### config.mk
export PLATFORM = sky130hd
export DESIGN_NAME = mem_port_arbiter
export DESIGN_NICKNAME = d
export VERILOG_FILES = /design/src/rtl/mem_port_arbiter_pkg.sv /design/src/rtl/arb_timer.sv /design/src/rtl/mem_port_arbiter.sv
export SDC_FILE = /design/constraint.sdc
export NUM_CORES = 1
export LEC_CHECK = 0
export ABC_AREA = 1
export ABC_CLOCK_PERIOD_IN_PS = 2300
export BUFFER_PORTS_ARGS = -buffer_cell sky130_fd_sc_hd__buf_4
export CAP_MARGIN = 20
export CORE_MARGIN = 2
export CORE_UTILIZATION = 30
export CTS_BUF_LIST = sky130_fd_sc_hd__clkbuf_8 sky130_fd_sc_hd__clkbuf_16
export CTS_CLUSTER_SIZE = 10
export DETAILED_ROUTE_END_ITERATION = 8
export PLACE_DENSITY = 0.65
export SETUP_SLACK_MARGIN = 0.5
export SLEW_MARGIN = 25
export SYNTH_ARGS = -nofsm -noshare
export SYNTH_HDL_FRONTEND = slang
export SYNTH_SLANG_ARGS = --single-unit
### constraint.sdc
create_clock -name clk -period 2.3 [get_ports clk]
set_input_delay 0.23 -clock clk [delete_from_list [all_inputs] [get_ports clk]]
set_output_delay 0.23 -clock clk [all_outputs]
set_load 0.05 [all_outputs]
### src/rtl/mem_port_arbiter_pkg.sv
// rtl/mem_port_arbiter_pkg.sv - shared encodings for the unified-memory port arbiter
package mem_port_arbiter_pkg;

  typedef enum logic [1:0] {
    IDLE = 2'd0,
    REQ  = 2'd1,
    RESP = 2'd2,
    DONE = 2'd3
  } state_e;

  typedef enum logic {
    SRC_IF = 1'b0,
    SRC_D  = 1'b1
  } src_e;

  localparam int unsigned TIMER_W  = 16;
  localparam logic [3:0]  FETCH_BE = 4'hF;

endpackage

### src/rtl/arb_timer.sv
// rtl/arb_timer.sv - loadable up-counter with clear and terminal-count flag
module arb_timer #(
  parameter int W  = 16,
  parameter int TC = 63
) (
  input  logic         clk,
  input  logic         reset,
  input  logic         clr,
  input  logic         ld,
  input  logic [W-1:0] ld_val,
  input  logic         en,
  output logic         tc
);

  logic [W-1:0] cnt_q, cnt_d;

  always_comb begin
    cnt_d = cnt_q;
    if (clr) begin
      cnt_d = '0;
    end else if (ld) begin
      cnt_d = ld_val;
    end else if (en) begin
      cnt_d = cnt_q + W'(1);
    end
  end

  always_ff @(posedge clk or negedge reset) begin
    if (!reset) begin
      cnt_q <= '0;
    end else begin
      cnt_q <= cnt_d;
    end
  end

  assign tc = (cnt_q == W'(TC));

endmodule

### src/rtl/mem_port_arbiter.sv
// rtl/mem_port_arbiter.sv - serialises fetch and load/store onto one memory port,
// with fetch starvation guard and per-transaction timeout
module mem_port_arbiter
  import mem_port_arbiter_pkg::*;
#(
  parameter int AW          = 32,
  parameter int MAX_DSTREAK = 4,
  parameter int TIMEOUT     = 64
) (
  input  logic          clk,
  input  logic          reset,
  input  logic          if_req,
  input  logic [AW-1:0] if_addr,
  output logic [31:0]   if_rdata,
  output logic          if_done,
  input  logic          d_req,
  input  logic          d_we,
  input  logic [3:0]    d_be,
  input  logic [AW-1:0] d_addr,
  input  logic [31:0]   d_wdata,
  output logic [31:0]   d_rdata,
  output logic          d_done,
  output logic          mem_req,
  output logic          mem_we,
  output logic [3:0]    mem_be,
  output logic [AW-1:0] mem_addr,
  output logic [31:0]   mem_wdata,
  input  logic          mem_ack,
  input  logic          mem_rvalid,
  input  logic [31:0]   mem_rdata,
  output logic          stall,
  output logic          err
);

  localparam int SW = $clog2(MAX_DSTREAK + 1);
  localparam logic [SW-1:0] STREAK_MAX = SW'(MAX_DSTREAK);

  state_e          state_q, state_d;
  src_e            src_q;
  logic            we_q;
  logic [3:0]      be_q;
  logic [AW-1:0]   addr_q;
  logic [31:0]     wdata_q;
  logic [SW-1:0]   dstreak_q, dstreak_d;
  logic [31:0]     if_rdata_q, d_rdata_q;
  logic            if_done_q, d_done_q, err_q;

  logic            d_wins, load_fields, finish, abort, timer_tc, timer_en;
  logic [31:0]     rdata_next;

  // Data normally wins a collision; a fetch that has watched MAX_DSTREAK data wins goes first.
  assign d_wins = d_req & ~(if_req & (dstreak_q == STREAK_MAX));

  always_comb begin
    state_d     = state_q;
    dstreak_d   = dstreak_q;
    load_fields = 1'b0;
    finish      = 1'b0;
    abort       = 1'b0;
    unique case (state_q)
      IDLE: begin
        if (if_req | d_req) begin
          state_d     = REQ;
          load_fields = 1'b1;
          dstreak_d   = (d_wins & if_req) ? dstreak_q + SW'(1) : '0;
        end
      end
      REQ: begin
        if (timer_tc) begin
          state_d = DONE;
          abort   = 1'b1;
        end else if (mem_ack) begin
          state_d = RESP;
        end
      end
      RESP: begin
        if (mem_rvalid) begin
          state_d = DONE;
          finish  = 1'b1;
        end else if (timer_tc) begin
          state_d = DONE;
          abort   = 1'b1;
        end
      end
      DONE: state_d = IDLE;
      default: state_d = IDLE;
    endcase
  end

  assign rdata_next = finish ? mem_rdata : 32'h0;

  always_ff @(posedge clk or negedge reset) begin
    if (!reset) begin
      state_q    <= IDLE;
      src_q      <= SRC_IF;
      we_q       <= 1'b0;
      be_q       <= 4'h0;
      addr_q     <= '0;
      wdata_q    <= 32'h0;
      dstreak_q  <= '0;
      if_rdata_q <= 32'h0;
      d_rdata_q  <= 32'h0;
      if_done_q  <= 1'b0;
      d_done_q   <= 1'b0;
      err_q      <= 1'b0;
    end else begin
      state_q   <= state_d;
      dstreak_q <= dstreak_d;
      if (load_fields) begin
        src_q   <= d_wins ? SRC_D : SRC_IF;
        we_q    <= d_wins & d_we;
        be_q    <= d_wins ? d_be : FETCH_BE;
        addr_q  <= d_wins ? d_addr : if_addr;
        wdata_q <= d_wins ? d_wdata : 32'h0;
      end
      if_done_q <= (finish | abort) & (src_q == SRC_IF);
      d_done_q  <= (finish | abort) & (src_q == SRC_D);
      if ((finish | abort) && src_q == SRC_IF) begin
        if_rdata_q <= rdata_next;
      end
      if ((finish | abort) && src_q == SRC_D) begin
        d_rdata_q <= rdata_next;
      end
      err_q <= err_q | abort;
    end
  end

  assign timer_en = (state_q == REQ) | (state_q == RESP);

  arb_timer #(
    .W  (TIMER_W),
    .TC (TIMEOUT - 1)
  ) u_timer (
    .clk    (clk),
    .reset  (reset),
    .clr    (load_fields),
    .ld     (1'b0),
    .ld_val ('0),
    .en     (timer_en),
    .tc     (timer_tc)
  );

  assign mem_req   = (state_q == REQ);
  assign mem_we    = we_q;
  assign mem_be    = be_q;
  assign mem_addr  = addr_q;
  assign mem_wdata = wdata_q;
  assign if_done   = if_done_q;
  assign d_done    = d_done_q;
  assign if_rdata  = if_rdata_q;
  assign d_rdata   = d_rdata_q;
  assign err       = err_q;
  // Gated by reset so stall is low immediately while held in reset.
  assign stall     = reset & ((if_req & ~if_done_q) | (d_req & ~d_done_q));

endmodule

==> flow_summary.ini <==
[run_status]
outcome = finished, final reports clean

[clock_network]
clk_pin_slew_ps = 70
cts_buffers = 17
ctsHtreeMaxLevel = 4
root_buffer = clkbuf_16
clock_latency_ps = 420
cts_tree = built
clock_path_buffers = 2
cts.sinks = 158

[die]
die_h_microns = 155
core_region_area_sq_mm = 0.0225
fp-row-count = 55
die-area_sq_mm = 0.0240
ios = 277
die_w_microns = 155
start_util_pct = 30.4

[final_layout]
final_common_cell = buf_4
final_nets = 1214
areaGrowthSynthToFinish_pct = 46.9
antenna_cells = 0
layout_common_cells = buf_4, nand2_1, dfrtp_1
drive_gt1_share_pct = 32.8

[setup_path]
crit_buf_inv = 2
rr_endpoint = if_rdata[13]$_DFFE_PN0P_
r2r-start = state_q[1]$_DFFE_PN0P_
critPathCaptureType = flip-flop
required_ps = 2610
ff2ff_setup_slack_ps = 560
crit_path_max_incr_delay_ps = 410
crit_family = simple AND/OR/NAND/NOR gates
crit_type = reg -> reg
cp_max_fo = 8
worstPathCellList = inv_2, ha_2, inv_1, a21oi_4, nand3_4, nand2_8, nand2_8, nand2_1, nand2_1
worstSetupStartpointType = flip-flop
slowest_stage = dfrtp_1
critPathArrivalTime_ps = 2050
rr_worst_depth = 9

[pwr]
ir_drop_mv = 0.792
power.density_mw_per_mm2 = 1620
p_leak_uw = 0.00532

[placement]
dp_hpwl_microns = 14000
dp_slack_ps = 347
place.gp.congestion = 0.802
io_buffers = 276

[grt]
overflow = 0
grt_max_degree = 104
antenna_found_initial = 0
grt_pass1_vias = 6301
grt_pass1_wl_microns = 33000
grt_use_total_pct = 17.5

[yosys]
synth_top_family_by_area = simple AND/OR/NAND/NOR gates
synthSimpleGateAreaFrac_pct = 22.2
syn-cell-area_sq_mm = 0.00684
synth_mux_area_share_pct = 0
ys_seq_elements = 158
ys_seq_area_share_pct = 57.8
postSynthNetCount = 933
synth-compound-area-share_pct = 11.7
synth_xor_area_share_pct = 0.128
yosys_warnings = 0
yosysUniqueCellTypes = 31
synth.avg_cell_area_sq_um = 8.69
synthCells = 787
synth-adder-area-share_pct = 1.28

[sta]
setup_ws_ps = 558
maxSlewViolCount = 0
rsz0062_at_grt = true
finClkSkew_ps = 9.05
finalCritPeriodShare_pct = 75.7
fin_crit_ps = 1740
hold_viol = 0
tightest_slew_ps = 711
relSlewSlack_pct = 52.6
setup_viol = 0
fin_setup_tns_ps = 0
max_freq_mhz = 574

[drt]
drtIter0Drc = 447
vias = 6246
drc = 0
ant_nets = 0
wl_per_cell_microns = 15.8
viasPerCell = 4.57
first_pass_iters = 4
wirelength_microns = 21500

[worst_hold_path]
hold_class = in -> reg
hold_depth = 2
hold-path-endpoint = mem_wdata[3]$_DFFE_PN0P_
hold_path_startpoint = d_wdata[3]

[job]
max_cap_viol_count = 0
[power by group]
part | leakage (uW) | internal (uW) | total, uW | switching (uW)
registers | 0.00196 | 3920 | 4580 | 661
clock network | 0.000297 | 1620 | 2810 | 1190
logic | 0.00306 | 2600 | 8920 | 6320
[flip-flops by register name, indices dropped and copies added, names as in the netlist]
name           count
u_timer.cnt_q     16
state_q            2
mem_wdata         32
dstreak_q          3
mem_addr          32
if_rdata          32
src_q              1
mem_we             1
d_done             1
err                1
d_rdata           32
mem_be             4
if_done            1
[worst max path at each step]
stage | slack, ps | from | cells after the start | end
2_1_floorplan | 600 | state_q[1]$_DFFE_PN0P_ | 10 | d_rdata[10]$_DFFE_PN0P_
5_1_grt | 450 | state_q[1]$_DFFE_PN0P_ | 9 | d_rdata[22]$_DFFE_PN0P_
6_report | 560 | state_q[1]$_DFFE_PN0P_ | 9 | if_rdata[13]$_DFFE_PN0P_
4_1_cts | 500 | state_q[0]$_DFFE_PN0P_ | 9 | if_rdata[31]$_DFFE_PN0P_
3_5_place_dp | 350 | state_q[0]$_DFFE_PN0P_ | 9 | if_rdata[31]$_DFFE_PN0P_
3_3_place_gp | 420 | state_q[0]$_DFFE_PN0P_ | 9 | if_rdata[14]$_DFFE_PN0P_
[cells in the mapped netlist]
master    number  area, sq um
a211oi_1       1         7.51
a21oi_1       74          370
a22o_1        33          289
a31oi_1        2         12.5
and2_1         1         6.26
and3_1         2         12.5
buf_2         17         85.1
buf_4          1         7.51
buf_6          7         78.8
clkbuf_1      13         48.8
clkinv_1       1         3.75
dfrtp_1      158         3950
ha_1           7         87.6
inv_1         63          236
inv_2          3         11.3
nand2_1      267         1000
nand2_2        2         12.5
nand2_4        2         22.5
nand3_1        9         45.0
nand4_1        3         18.8
nor2_1        95          357
nor2_2         1         6.26
nor2_4         1         11.3
nor3_1         4         20.0
nor3b_1        1         7.51
o21a_1         3         22.5
o21ai_0        9         45.0
o21ai_2        1         8.76
o22a_1         4         35.0
o22ai_1        1         6.26
xor2_1         1         8.76
[kinds of logic (layout without fill, tap and decap cells)]
group | Yosys count | after routing
buffers and inverters | 105 | 391
and+or+nand+nor | 388 | 396
DFF | 158 | 158
xor gates and xnor gates | 1 | 1
adders and majority gates | 7 | 7
AOI/OAI and AO/OA | 128 | 128
[what timing repair did]
item | CTS | global route
buffers inserted | 0 | 4
setup endpoints to repair | 81 | 99
resized for setup | 8 | 24
hold endpoints to repair | 103 | 0
hold buffers | 1 | 0
pin swaps | 3 | 5
gates cloned | 2 | 6
[layer usage]
metal / track usage, % / vias up / share of wire [%]
met3: 5.99 / 26 / 7.0
met4: 5.34 / 0 / 1.9
met5: 0 / - / 0
met2: 29.4 / 174 / 49
met1: 21.2 / 2980 / 42
li1: - / 3066 / -
[metrics by stage]
stage / std cells / power [uW] / instance area [sq um] / hold slack [ps] / util [%]
3_5_place_dp: 1321 / 13200 / 9170 / 363 / 40.8
4_1_cts: 1356 / 16200 / 9860 / 1.01 / 43.8
6_report: 1366 / 16300 / 10000 / 22.2 / 44.7
3_3_place_gp: 1321 / 13100 / 9170 / 368 / 40.8
5_1_grt: 1366 / 17200 / 10000 / 9.08 / 44.7
2_1_floorplan: 787 / 10400 / 6840 / -65.6 / -
[layout make-up]
type	count	area, sq um
fill	2197	12500
sequential	158	3950
multi-input combinational	532	2660
timing repair buffer	292	2230
clock buffer	21	480
tap	285	357
inverter	67	260
clock inverter	11	108
No activity file was read; power rests on OpenSTA's default activity.
